**config.mk**
```make
export PLATFORM = sky130hd
export DESIGN_NAME = tiny_nn_conv_seq
export DESIGN_NICKNAME = d
export VERILOG_FILES = /design/src/rtl/tiny_nn_conv_seq.sv
export SDC_FILE = /design/constraint.sdc
export NUM_CORES = 1
export LEC_CHECK = 0
export CAP_MARGIN = 20
export CORE_ASPECT_RATIO = 1.25
export CORE_MARGIN = 2
export CORE_UTILIZATION = 56
export CTS_CLUSTER_SIZE = 10
export DETAILED_ROUTE_END_ITERATION = 16
export PLACE_DENSITY = 0.8
export SLEW_MARGIN = 10
export SYNTH_ARGS = -nofsm -noshare
export SYNTH_HDL_FRONTEND = slang
export SYNTH_SLANG_ARGS = --single-unit
export TNS_END_PERCENT = 5
```
**constraint.sdc**
```tcl
create_clock -name clk_i -period 2.9 [get_ports clk_i]
set_clock_uncertainty 0.2 [all_clocks]
set_input_delay 0.58 -clock clk_i [delete_from_list [all_inputs] [get_ports clk_i]]
set_output_delay 0.58 -clock clk_i [all_outputs]
set_load 0.02 [all_outputs]
```
**src/rtl/tiny_nn_conv_seq.sv**
```systemverilog
// Host-side sequencer for the tiny_nn convolve flow: streams command, parameters, values,
// terminator and flush words to the core and reassembles its result bytes into 16-bit words.
module tiny_nn_conv_seq #(
  parameter int unsigned FlushCycles   = 5,
  parameter int unsigned ResultSkip    = 2,
  parameter logic [15:0] IdleWord      = 16'h0000,
  parameter logic [3:0]  CmdOpConvolve = 4'h3,
  parameter logic [15:0] FPStdNaN      = 16'h7E00
) (
  input  logic        clk_i,
  input  logic        rst_i,
  input  logic        param_we_i,
  input  logic [2:0]  param_idx_i,
  input  logic [15:0] param_wdata_i,
  input  logic        start_i,
  input  logic        abort_i,
  input  logic [15:0] val_i,
  input  logic        val_valid_i,
  input  logic        val_last_i,
  output logic        val_ready_o,
  output logic [15:0] nn_data_o,
  input  logic [7:0]  nn_data_i,
  output logic        nn_rst_no,
  output logic [15:0] res_o,
  output logic        res_valid_o,
  output logic        busy_o,
  output logic        underrun_o,
  output logic        nan_sub_o
);

  // The 4x2 value array fixes the parameter count at 8, matching the 3-bit index.
  localparam int unsigned NumParams = 8;
  localparam logic [2:0]  ParamLast = 3'(NumParams - 1);
  localparam logic [2:0]  FlushLoad = 3'(FlushCycles - 1);
  localparam logic [1:0]  SkipPairs = 2'(ResultSkip);

  typedef enum logic [2:0] {
    S_IDLE, S_CMD, S_PARAM, S_EXEC, S_TERM, S_FLUSH
  } state_t;

  state_t      state, state_next;
  logic [15:0] params [NumParams];
  logic [2:0]  pidx;
  logic [2:0]  flush_cnt;
  logic        abort_q;
  logic        k_odd;
  logic [1:0]  pair_cnt;
  logic [7:0]  low_byte;
  logic [15:0] res_q;
  logic        res_valid_q;
  logic        underrun_q;
  logic        nan_q;
  logic [15:0] nn_data;
  logic        val_ready;
  logic        window;

  always_comb begin
    state_next = state;
    nn_data    = IdleWord;
    val_ready  = 1'b0;
    case (state)
      S_IDLE:  if (start_i) state_next = S_CMD;
      S_CMD: begin
        nn_data    = {CmdOpConvolve, 12'h000};
        state_next = S_PARAM;
      end
      S_PARAM: begin
        nn_data = params[pidx];
        if (pidx == ParamLast) state_next = S_EXEC;
      end
      S_EXEC: begin
        val_ready = 1'b1;
        // Starved or NaN-valued slots become zero so the core never sees an early terminator.
        nn_data   = (val_valid_i && (val_i != FPStdNaN)) ? val_i : 16'h0000;
        if (val_valid_i && val_last_i) state_next = S_TERM;
      end
      S_TERM: begin
        nn_data    = FPStdNaN;
        state_next = S_FLUSH;
      end
      S_FLUSH: if (flush_cnt == 3'd0) state_next = S_IDLE;
      default: state_next = S_IDLE;
    endcase
    if (abort_i) begin
      state_next = S_IDLE;
      nn_data    = IdleWord;
      val_ready  = 1'b0;
    end
  end

  assign window = (state == S_EXEC) || (state == S_TERM) || (state == S_FLUSH);

  always_ff @(posedge clk_i) begin
    if (rst_i) begin
      state       <= S_IDLE;
      pidx        <= 3'd0;
      flush_cnt   <= 3'd0;
      abort_q     <= 1'b0;
      k_odd       <= 1'b0;
      pair_cnt    <= 2'd0;
      low_byte    <= 8'h00;
      res_q       <= 16'h0000;
      res_valid_q <= 1'b0;
      underrun_q  <= 1'b0;
      nan_q       <= 1'b0;
      for (int i = 0; i < NumParams; i++) params[i] <= 16'h0000;
    end else begin
      state       <= state_next;
      abort_q     <= abort_i;
      res_valid_q <= 1'b0;
      if ((state == S_IDLE) && param_we_i) params[param_idx_i] <= param_wdata_i;
      pidx <= (state == S_PARAM) ? pidx + 3'd1 : 3'd0;
      if (state == S_TERM)                         flush_cnt <= FlushLoad;
      else if (state == S_FLUSH && flush_cnt != 0) flush_cnt <= flush_cnt - 3'd1;
      // Even window slots hold the low byte; odd slots complete a pair.
      if (window && !abort_i) begin
        k_odd <= ~k_odd;
        if (!k_odd) begin
          low_byte <= nn_data_i;
        end else if (pair_cnt == SkipPairs) begin
          res_q       <= {nn_data_i, low_byte};
          res_valid_q <= 1'b1;
        end else begin
          pair_cnt <= pair_cnt + 2'd1;
        end
      end else begin
        k_odd    <= 1'b0;
        pair_cnt <= 2'd0;
      end
      if (abort_i || (state == S_IDLE && start_i)) begin
        underrun_q <= 1'b0;
        nan_q      <= 1'b0;
      end else if (state == S_EXEC) begin
        if (!val_valid_i)               underrun_q <= 1'b1;
        if (val_valid_i && val_i == FPStdNaN) nan_q <= 1'b1;
      end
    end
  end

  assign nn_data_o   = nn_data;
  assign val_ready_o = val_ready;
  assign nn_rst_no   = ~(rst_i | abort_q);
  assign res_o       = res_q;
  assign res_valid_o = res_valid_q;
  assign busy_o      = (state != S_IDLE);
  assign underrun_o  = underrun_q;
  assign nan_sub_o   = nan_q;

endmodule

```
==> results of run 1 <==
[where the power goes]
part | internal [uW] | total [uW] | leakage [uW] | switching [uW]
sequential | 2660 | 2690 | 0.00166 | 23.4
combinational | 178 | 378 | 0.00180 | 200
clock | 1230 | 2160 | 0.000285 | 929
[critical path, stage by stage]
cell	delay, ns
dlygate4sd2_1	0.26
and4b_2	0.29
a41oi_4	0.36
buf_6	0.15
nand2_1	0.06
a31oi_1	0.23
buf_2	0.21
[area by class of cell]
type,count,area share [%]
well taps,175,2.16
flip-flops and latches,168,45.9
inverters,5,0.185
clock inverters,11,0.804
multi-input cells,383,30.9
repair buffers,159,15.1
clock buffers,21,4.88
[flip-flops by register name, indices dropped and copies added (netlist names), 2 cells and up]
register	cells
flush_cnt	3
res_o	16
pair_cnt	2
pidx	3
low_byte	8
params	128
state	3
[cells in the final DEF (no fill, tap or decap), types with 12 or more instances in the layout]
master	count
buf_4	61
edfxtp_1	128
buf_12	13
dlygate4sd2_1	13
clkbuf_16	20
mux2i_1	29
mux4_2	24
and2_1	128
nor2_1	26
clkdlybuf4s50_1	53
nor2b_1	16
dfxtp_1	38
a21oi_1	12
nand2_1	32
[worst max path at each step]
stage / cells after the start / slack [ns] / from / end
floorplan: 4 / 0.24 / val_i[11] / nn_data_o[10]
global placement: 6 / -1.00 / val_i[8] / nn_data_o[2]
detailed placement: 6 / -1.10 / val_i[8] / nn_data_o[3]
CTS: 5 / -0.004 / pidx[0] / nn_data_o[5]
global route: 7 / -0.05 / val_i[10] / nn_data_o[12]
finish: 7 / -0.03 / val_i[9] / nn_data_o[12]
[metrics by stage]
stage	total power, uW	hold slack (ns)	utilization [%]	setup slack, ns	instances
finish	5230	0.245	73.9	-0.0345	922
global route	5370	0.268	73.9	-0.0533	922
CTS	5240	0.246	72.9	-0.00429	917
detailed placement	3100	0.242	67.9	-1.10	880
global placement	3080	0.236	67.9	-1.00	880
floorplan	2870	0.231	-	0.240	588
[per-layer routing]
metal | up-vias | wire, um
li1 | 2450 | -
met1 | 2671 | 7180
met2 | 249 | 10200
met3 | 44 | 1170
met4 | 0 | 514
met5 | - | 0
[timing repair]
action / in CTS / in global routing
setup buffers: 4 / 4
hold endpoints to repair: 0 / 0
endpoints found under the setup margin: 16 / 12
pin swaps: 15 / 7
resized for setup: 119 / 22
gates cloned: 1 / 1
[logic make-up after synthesis]
group                      synth area share (%)
and+or+nand+nor                            19.4
DFF                                        59.8
muxes                                      11.8
AOI/OAI and AO/OA                          5.58
buffers and inverters                      2.26
adders and majority gates                 0.806
xor gates and xnor gates                  0.339
==> impl_metrics.json, run 1 <==
{
  "peakVddDrop_v": 0.000339,
  "path_class": "input port to primary output",
  "ff2ff_setup_slack_ns": 0.40,
  "rr_startpoint": "state[2]",
  "top_usage_layer": "met2",
  "std_cell_rows": 48,
  "cts_buffers": 17,
  "initial_core_util_pct": 56.7,
  "rsz0062_at_grt": "yes",
  "grt_pass1_wl_mm": 29.2,
  "grt_max_degree": 34,
  "area_growth_pct": 30.4,
  "antenna_found_initial": 0,
  "synth_cell_type_count": 50,
  "grt_pass1_vias": 5517,
  "grt_util_met1_pct": 31.5,
  "htree_levels": 4,
  "diodes": 0,
  "fin_ws_ns": -0.0345,
  "path_clk_slew_ns": 0.06,
  "hold_class": "flip-flop to flip-flop",
  "root_buffer": "clkbuf_16",
  "seq_area_um2": 4650,
  "slew_headroom_pct": 46.6,
  "cts_tree": "done",
  "synth_top_flop_cell": "edfxtp_1",
  "placed_cell_area_um2": 9300,
  "slew_viol_final": 0,
  "worstPathMaxFanout": 5,
  "fin_area_um2": 10100,
  "drt_iter0_markers": 534,
  "leakagePower_uw": 0.00375,
  "drt_first_pass_iters": 5,
  "yosys.area.top_type_share_pct": 49.5,
  "worstPathRequired_ns": 2.12,
  "hold_buffers": 0,
  "hold_path_depth": 2,
  "yosys_warnings": 0,
  "wl_per_cell_um": 20.7,
  "syn_nets": 643,
  "multiInputGateArea_um2": 3130,
  "chipWidth_um": 109,
  "hold_violations": 0,
  "cp_data_arrival_time_ns": 2.15,
  "cp-end-kind": "primary output",
  "r2r_end": "res_o[8]",
  "period_share_pct": 101,
  "grtUsageMet3_pct": 5.24,
  "overflow": 0,
  "syn_area_um2": 7760,
  "drc": 0,
  "drv_cap": 0,
  "synth_edf_count": 128,
  "violations": "setup timing",
  "boundaryPins": 88,
  "coreArea_um2": 13700,
  "vias": 5414,
  "grt_util_met2_pct": 48.1,
  "nFillCells": 825,
  "period_needed_ns": 2.93,
  "grtUsageTotal_pct": 27.0,
  "status": "complete, but fails checks",
  "synth_top_area_cell": "edfxtp_1",
  "cts.sinks": 168,
  "place_congestion": 0.849,
  "clockBufferDepth": 2,
  "reg2reg_depth": 6,
  "drive_above_1_share_pct": 25.8,
  "insertion_delay_ns": 0.43,
  "synthArstFlopShare_pct": 0,
  "fin_tns_setup_ns": -0.0345,
  "synth_common_cells": "and2_1 (128), edfxtp_1 (128), dfxtp_1 (40)",
  "critPathLaunchType": "input port",
  "setup_viol": 1,
  "synth-seq-area-share_pct": 59.8,
  "max_freq_ghz": 0.341,
  "syn_area_per_cell_um2": 13.2,
  "min_to": "res_o[0]",
  "fin_nets": 789,
  "port_buffers": 87,
  "dp_hpwl_mm": 13.1,
  "die_area_um2": 14800,
  "netlist_instances": 588,
  "vias_per_cell": 5.87,
  "hp-start": "low_byte[0]",
  "wirelength_mm": 19.1,
  "pwr_density_cell_nw_per_um2": 516,
  "chipHeight_um": 136,
  "synth-seq-cells": 168,
  "synthTopCellsByArea": "edfxtp_1 (50%), and2_1 (10%), dfxtp_1 (10%)",
  "drtAntennaViolNets": 0,
  "worst-slew-pin-transition_ns": 0.797
}
(Power assumes the default switching activity.)
==> inputs of run 2 (changes only) <==
- ABC_AREA: unset -> 1
- CORE_UTILIZATION: 56 -> 57
- PLACE_DENSITY: 0.8 -> 0.81
- TNS_END_PERCENT: 5 -> unset
==> run 2 against run 1 <==
Compared with the run above:
- the flow still finishes with violations (setup timing)
- register-to-register slack better by 0.49 ns
- die area is 1.2% higher
- combinational power is 34% higher
- core utilization is 0.16 points lower
- sequential power hardly changed
- clock-buffer cell count is 3 higher
- sequential share of layout area is 0.10 points lower
- area after synthesis is 3.1% higher
- setup slack better by 0.010 ns
- via count is 33% higher
- total power is 2.6% higher
- hold slack better by 0.020 ns
- critical endpoint is now nan_sub_o
- largest cell class unchanged
- largest power group unchanged
- highest routed layer unchanged
==> impl_metrics.json, run 2 <==
{
  "drc": 0,
  "cts.sinks": 168,
  "period_share_pct": 101,
  "top_layer": "met4",
  "grt_pass1_wl_mm": 34.5,
  "reg2reg_depth": 8,
  "violations": "setup timing",
  "drv_cap": 0,
  "path_clk_slew_ns": 0.06,
  "synth_common_cells": "nor2_1 (238), nand2_1 (171), edfxtp_1 (128)",
  "root_buffer": "clkbuf_16",
  "ff2ff_setup_slack_ns": 0.89,
  "netlist_instances": 933,
  "clockBufferDepth": 2,
  "synthArstFlopShare_pct": 0,
  "nFillCells": 933,
  "mostFrequentLayoutCells": "nor2_1 (227), nand2_1 (163), edfxtp_1 (128), inv_1 (102), nand3_1 (82)",
  "period_needed_ns": 2.92,
  "diodes": 0,
  "layout_commonest_cell": "nor2_1",
  "htree_levels": 4,
  "yosys.area.top_type_share_pct": 48.0,
  "path_class": "input port to flip-flop",
  "m1WireLength_mm": 7.98,
  "boundaryPins": 88,
  "vias": 7190,
  "cp_data_arrival_time_ns": 3.02,
  "overflow": 0,
  "placed_cell_area_um2": 9420,
  "place_congestion": 0.889,
  "dp_cells": 1211,
  "std_cell_rows": 48,
  "synth_edf_count": 128,
  "post-synth-top-count-cell": "nor2_1",
  "yosys_warnings": 0,
  "critPathLaunchType": "input port",
  "synth_top_area_cell": "edfxtp_1",
  "chipWidth_um": 110,
  "vias_per_cell": 5.69,
  "hold_path_depth": 2,
  "grtUsageTotal_pct": 31.5,
  "synth-seq-area-share_pct": 58.0,
  "power_uw": 5360,
  "cp-end-kind": "flip-flop",
  "largest_register_ffs": 128,
  "fin_nets": 1130,
  "grt_pass1_vias": 6839,
  "top_register": "params",
  "drive_above_1_share_pct": 16.5,
  "fin_cells": 1263,
  "fin_area_um2": 10100,
  "max_freq_ghz": 0.342,
  "leakagePower_uw": 0.00451,
  "syn_nets": 988,
  "area_growth_pct": 26.8,
  "pre_cts_slack_ns": -0.436,
  "grt_max_degree": 39,
  "drt_iter0_markers": 743,
  "drt_first_pass_iters": 6,
  "wl_per_cell_um": 18.4,
  "syn_area_um2": 8000,
  "worst-slew-pin-transition_ns": 0.449,
  "fin_ws_ns": -0.0244,
  "port_buffers": 87,
  "rsz0062_at_grt": "yes",
  "synth_top_flop_cell": "edfxtp_1",
  "slew_viol_final": 0,
  "synthTopCellsByArea": "edfxtp_1 (48%), nor2_1 (11%), dfxtp_1 (10%)",
  "status": "complete, but fails checks",
  "synth_cell_type_count": 29,
  "wirelength_mm": 23.3,
  "multiInputGateArea_um2": 2810,
  "initial_core_util_pct": 58.2,
  "seq_area_um2": 4650,
  "peakVddDrop_v": 0.000456,
  "syn_area_per_cell_um2": 8.58,
  "insertion_delay_ns": 0.43,
  "pwr_density_cell_nw_per_um2": 529,
  "antenna_found_initial": 0,
  "worstPathRequired_ns": 3.00,
  "slew_headroom_pct": 69.7,
  "drtAntennaViolNets": 0,
  "setup_viol": 1,
  "wl_met2_mm": 11.8,
  "hold_class": "flip-flop to flip-flop",
  "cts_buffers": 17,
  "cts_tree": "done",
  "die_area_um2": 15000,
  "coreArea_um2": 13800,
  "wl_met3_mm": 2.13,
  "chipHeight_um": 136,
  "dp_hpwl_mm": 14.7,
  "synth-seq-cells": 168,
  "worstPathMaxFanout": 2,
  "hold_violations": 0
}
==> run 2: layout make-up <==
| cell class | count | area share [%] |
|---|---|---|
| sequential | 168 | 45.8 |
| inverter | 108 | 4.00 |
| tap | 175 | 2.16 |
| clock inverter | 8 | 0.407 |
| clock buffer | 24 | 5.11 |
| timing repair buffer | 166 | 14.8 |
| multi-input combinational | 614 | 27.7 |
==> run 2: cells by family (layout without fill, tap and decap cells) <==
group | Yosys count | in the layout | share of synthesized area (%)
AND/OR/NAND/NOR | 531 | 531 | 28.2
flip-flops | 168 | 168 | 58.0
buffers and inverters | 151 | 306 | 7.99
AO/OA/AOI/OAI | 77 | 77 | 4.89
adder cells (fa/ha/maj) | 5 | 5 | 0.782
XOR/XNOR | 1 | 1 | 0.109
==> run 2: repair_timing <==
| item | 4_1_cts | 5_1_grt |
|---|---|---|
| hold endpoints to repair | 0 | 0 |
| resized for setup | 70 | 55 |
| hold buffers | 0 | 0 |
| setup buffers | 19 | 1 |
| setup endpoints to repair | 16 | 17 |
| pin swaps | 13 | 14 |
==> run 2: worst max-delay path: stages <==
cell,delay (ns)
dlygate4sd2_1,0.26
nor2_2,0.05
nand2_2,0.08
nor2_4,0.04
buf_4,0.12
buf_4,0.12
buf_4,0.13
buf_4,0.13
buf_4,0.12
buf_4,0.12
buf_4,0.12
buf_4,0.12
buf_4,0.13
buf_4,0.13
buf_4,0.14
buf_4,0.13
buf_4,0.12
buf_4,0.12
buf_4,0.12
nand3_2,0.07
a21oi_1,0.06
==> run 2: where the power goes <==
| group | leakage, uW | total [uW] | internal, uW | switching [uW] |
|---|---|---|---|---|
| sequential | 0.00165 | 2700 | 2670 | 30.0 |
| combinational | 0.00257 | 506 | 185 | 321 |
| clock | 0.000289 | 2150 | 1240 | 908 |
| total | 0.00451 | 5360 | 4100 | 1260 |
==> run 2: through the flow <==
stage	util, %	hold WS [ns]	setup TNS [ns]
2_1_floorplan	-	0.217	0
3_3_place_gp	68.5	0.228	-4.86
3_5_place_dp	68.5	0.246	-5.27
4_1_cts	73.5	0.265	0
5_1_grt	73.8	0.290	-0.315
6_report	73.8	0.265	-0.0244
==> run 2: path summary, 6_finish.rpt <==
path | to | start
worst max-delay path | nan_sub_o | val_i[8]
worst max register to register | params[7][13] | state[1]
worst min register to register | low_byte[6] | low_byte[6]
worst min-delay path | low_byte[6] | low_byte[6]
==> run 2: routing by layer <==
layer / track usage [%] / vias to the layer above
li1: - / 3289
met1: 36.5 / 3326
met2: 53.1 / 455
met3: 6.95 / 120
met4: 18.3 / 0
met5: 0 / -
==> edit: new RTL, config.mk and constraints of run 1 <==
Make the reset (`rst_i`) asynchronous in one clocked block.
--- a/src/rtl/tiny_nn_conv_seq.sv
+++ b/src/rtl/tiny_nn_conv_seq.sv
@@ -91,5 +91,5 @@
   assign window = (state == S_EXEC) || (state == S_TERM) || (state == S_FLUSH);
 
-  always_ff @(posedge clk_i) begin
+  always_ff @(posedge clk_i or posedge rst_i) begin
     if (rst_i) begin
       state       <= S_IDLE;
Function: differs if rst_i is asserted again (counterexample within 4 cycles, from zero or initial values and one cycle with rst_i high); with rst_i held inactive, the same outputs for 4 cycles.
==> edit against run 1 <==
The flow still finishes with violations (setup timing). Cell count shrank 6.5%. Cell area shrank 0.51%. Critical endpoint is now nn_data_o[4]. Largest cell class unchanged. First-iteration DRC count shrank 44%. Synthesized cell count shrank 7.3%. Highest routed layer unchanged. Global-route usage grew 0.12 points. Area after synthesis grew 2.0%. Worst setup slack gained 0.0091 ns. Sequential cell count is the same. Wire length is the same. Via count shrank 3.3%.
Power is not compared: it rests on default switching activity, and its combinational part moved more than twofold at a synthesized area within 25%.
==> edit: results <==
metrics = {
    "global_route": {
        "grt_pass1_wl_um": 30100,
        "grt_max_degree": 40,
        "grt_pass1_vias": 5629,
        "grt_usage_pct": 27.1,
    },
    "sta": {
        "setup_violations": 7,
        "hold-worst-slack_ns": 0.298,
        "fin_setup_tns_ns": -0.0872,
        "slew_headroom_pct": 59.2,
        "setup_ws_ns": -0.0254,
    },
    "setup_path": {
        "path_delay_family": "multiplexers",
        "crit_slowest_cell": "mux4_2",
        "critPathMaxStageDelay_ns": 0.54,
        "r2r_slack_ns": 0.51,
    },
    "finish": {
        "regMostFlops": "params",
        "drive_above_1_share_pct": 48.0,
        "final_nets": 729,
    },
    "place": {
        "hpwl_um": 12400,
        "gp_congestion": 0.849,
        "place_ws_ns": -0.645,
    },
    "detailed_routing": {
        "wl_per_cell_um": 22.1,
        "routed_via_density": 6.07,
        "first_pass_iters": 6,
        "drt_iter0_drc": 298,
    },
    "run_status": {
        "outcome": "finished with violations",
        "violations": "setup timing",
    },
    "synthesis": {
        "ys_top_cells_by_area": "dfrtp_1 (53%), mux2_2 (20%), mux4_2 (6.8%)",
        "synth.net_count": 600,
        "synth_cell_type_count": 51,
        "synth-seq-area-share_pct": 53.1,
        "synth_common_cells": "dfrtp_1 (168), mux2_2 (143), mux2i_1 (27)",
        "synthArstFlopShare_pct": 100,
    },
    "cts": {
        "cts_buffer_depth": 2,
    },
    "worst_hold_path": {
        "hold_path.class": "reg -> reg",
    },
}
==> edit: path summary, 6_finish.rpt <==
| path | startpoint | end | cells past startpoint |
|---|---|---|---|
| max in group asynchronous | rst_i | params[27] | 3 |
| min in group asynchronous | rst_i | state[2] | 2 |
| min reg2reg | nan_sub_o | nan_sub_o | 1 |
| max reg2reg | state[0] | params[69] | 5 |
| min | nan_sub_o | nan_sub_o | 1 |
| max | pidx[0] | nn_data_o[4] | 6 |
==> edit: logic make-up (layout without fill, tap and decap cells) <==
group | count (synthesis) | in the layout | share of synthesized area, %
AO/OA/AOI/OAI | 42 | 42 | 3.73
XOR/XNOR | 2 | 2 | 0.221
adder cells (fa/ha/maj) | 5 | 5 | 0.790
buffers and inverters | 43 | 184 | 2.97
flip-flops | 168 | 168 | 53.1
multiplexers | 205 | 205 | 32.6
AND/OR/NAND/NOR | 80 | 81 | 6.56
==> edit: metal layers <==
layer  GRT usage (%)  vias to the layer above  routed length, um
li1                -                     2278                  -
met1            33.1                     2736               7530
met2            46.0                      171               9880
met3            5.62                       50                952
met4            12.0                        0                707
met5               0                        -                  0
==> edit: per-stage QoR <==
stage	power [mW]	cells	instance area (um^2)
after floorplan	4.39	545	7920
after global placement	4.78	816	9250
after detailed placement	4.93	816	9250
after CTS	7.22	863	10000
after global routing	7.54	862	10100
final	7.21	862	10100
==> edit: cell type report <==
| class | instances | area, um^2 |
|---|---|---|
| Multi-Input combinational cell | 335 | 3660 |
| Sequential cell | 168 | 4210 |
| Clock inverter | 14 | 140 |
| Fill cell | 899 | 3740 |
| Timing Repair Buffer | 144 | 1370 |
| Clock buffer | 18 | 439 |
| Tap cell | 175 | 219 |
| Inverter | 8 | 33.8 |
==> edit: power by group <==
group / internal, mW / leakage, nW / switching (mW)
clock network: 1.23 / 0.286 / 0.970
registers: 2.99 / 2.08 / 0.357
logic: 0.997 / 1.95 / 0.661
==> edit: what timing repair did <==
item                       CTS  global route
gates cloned                 2             0
setup endpoints to repair   16            14
hold endpoints to repair     0             0
resized for setup          141            21
hold buffers                 0             0
pin swaps                   11            12
setup buffers               13             1
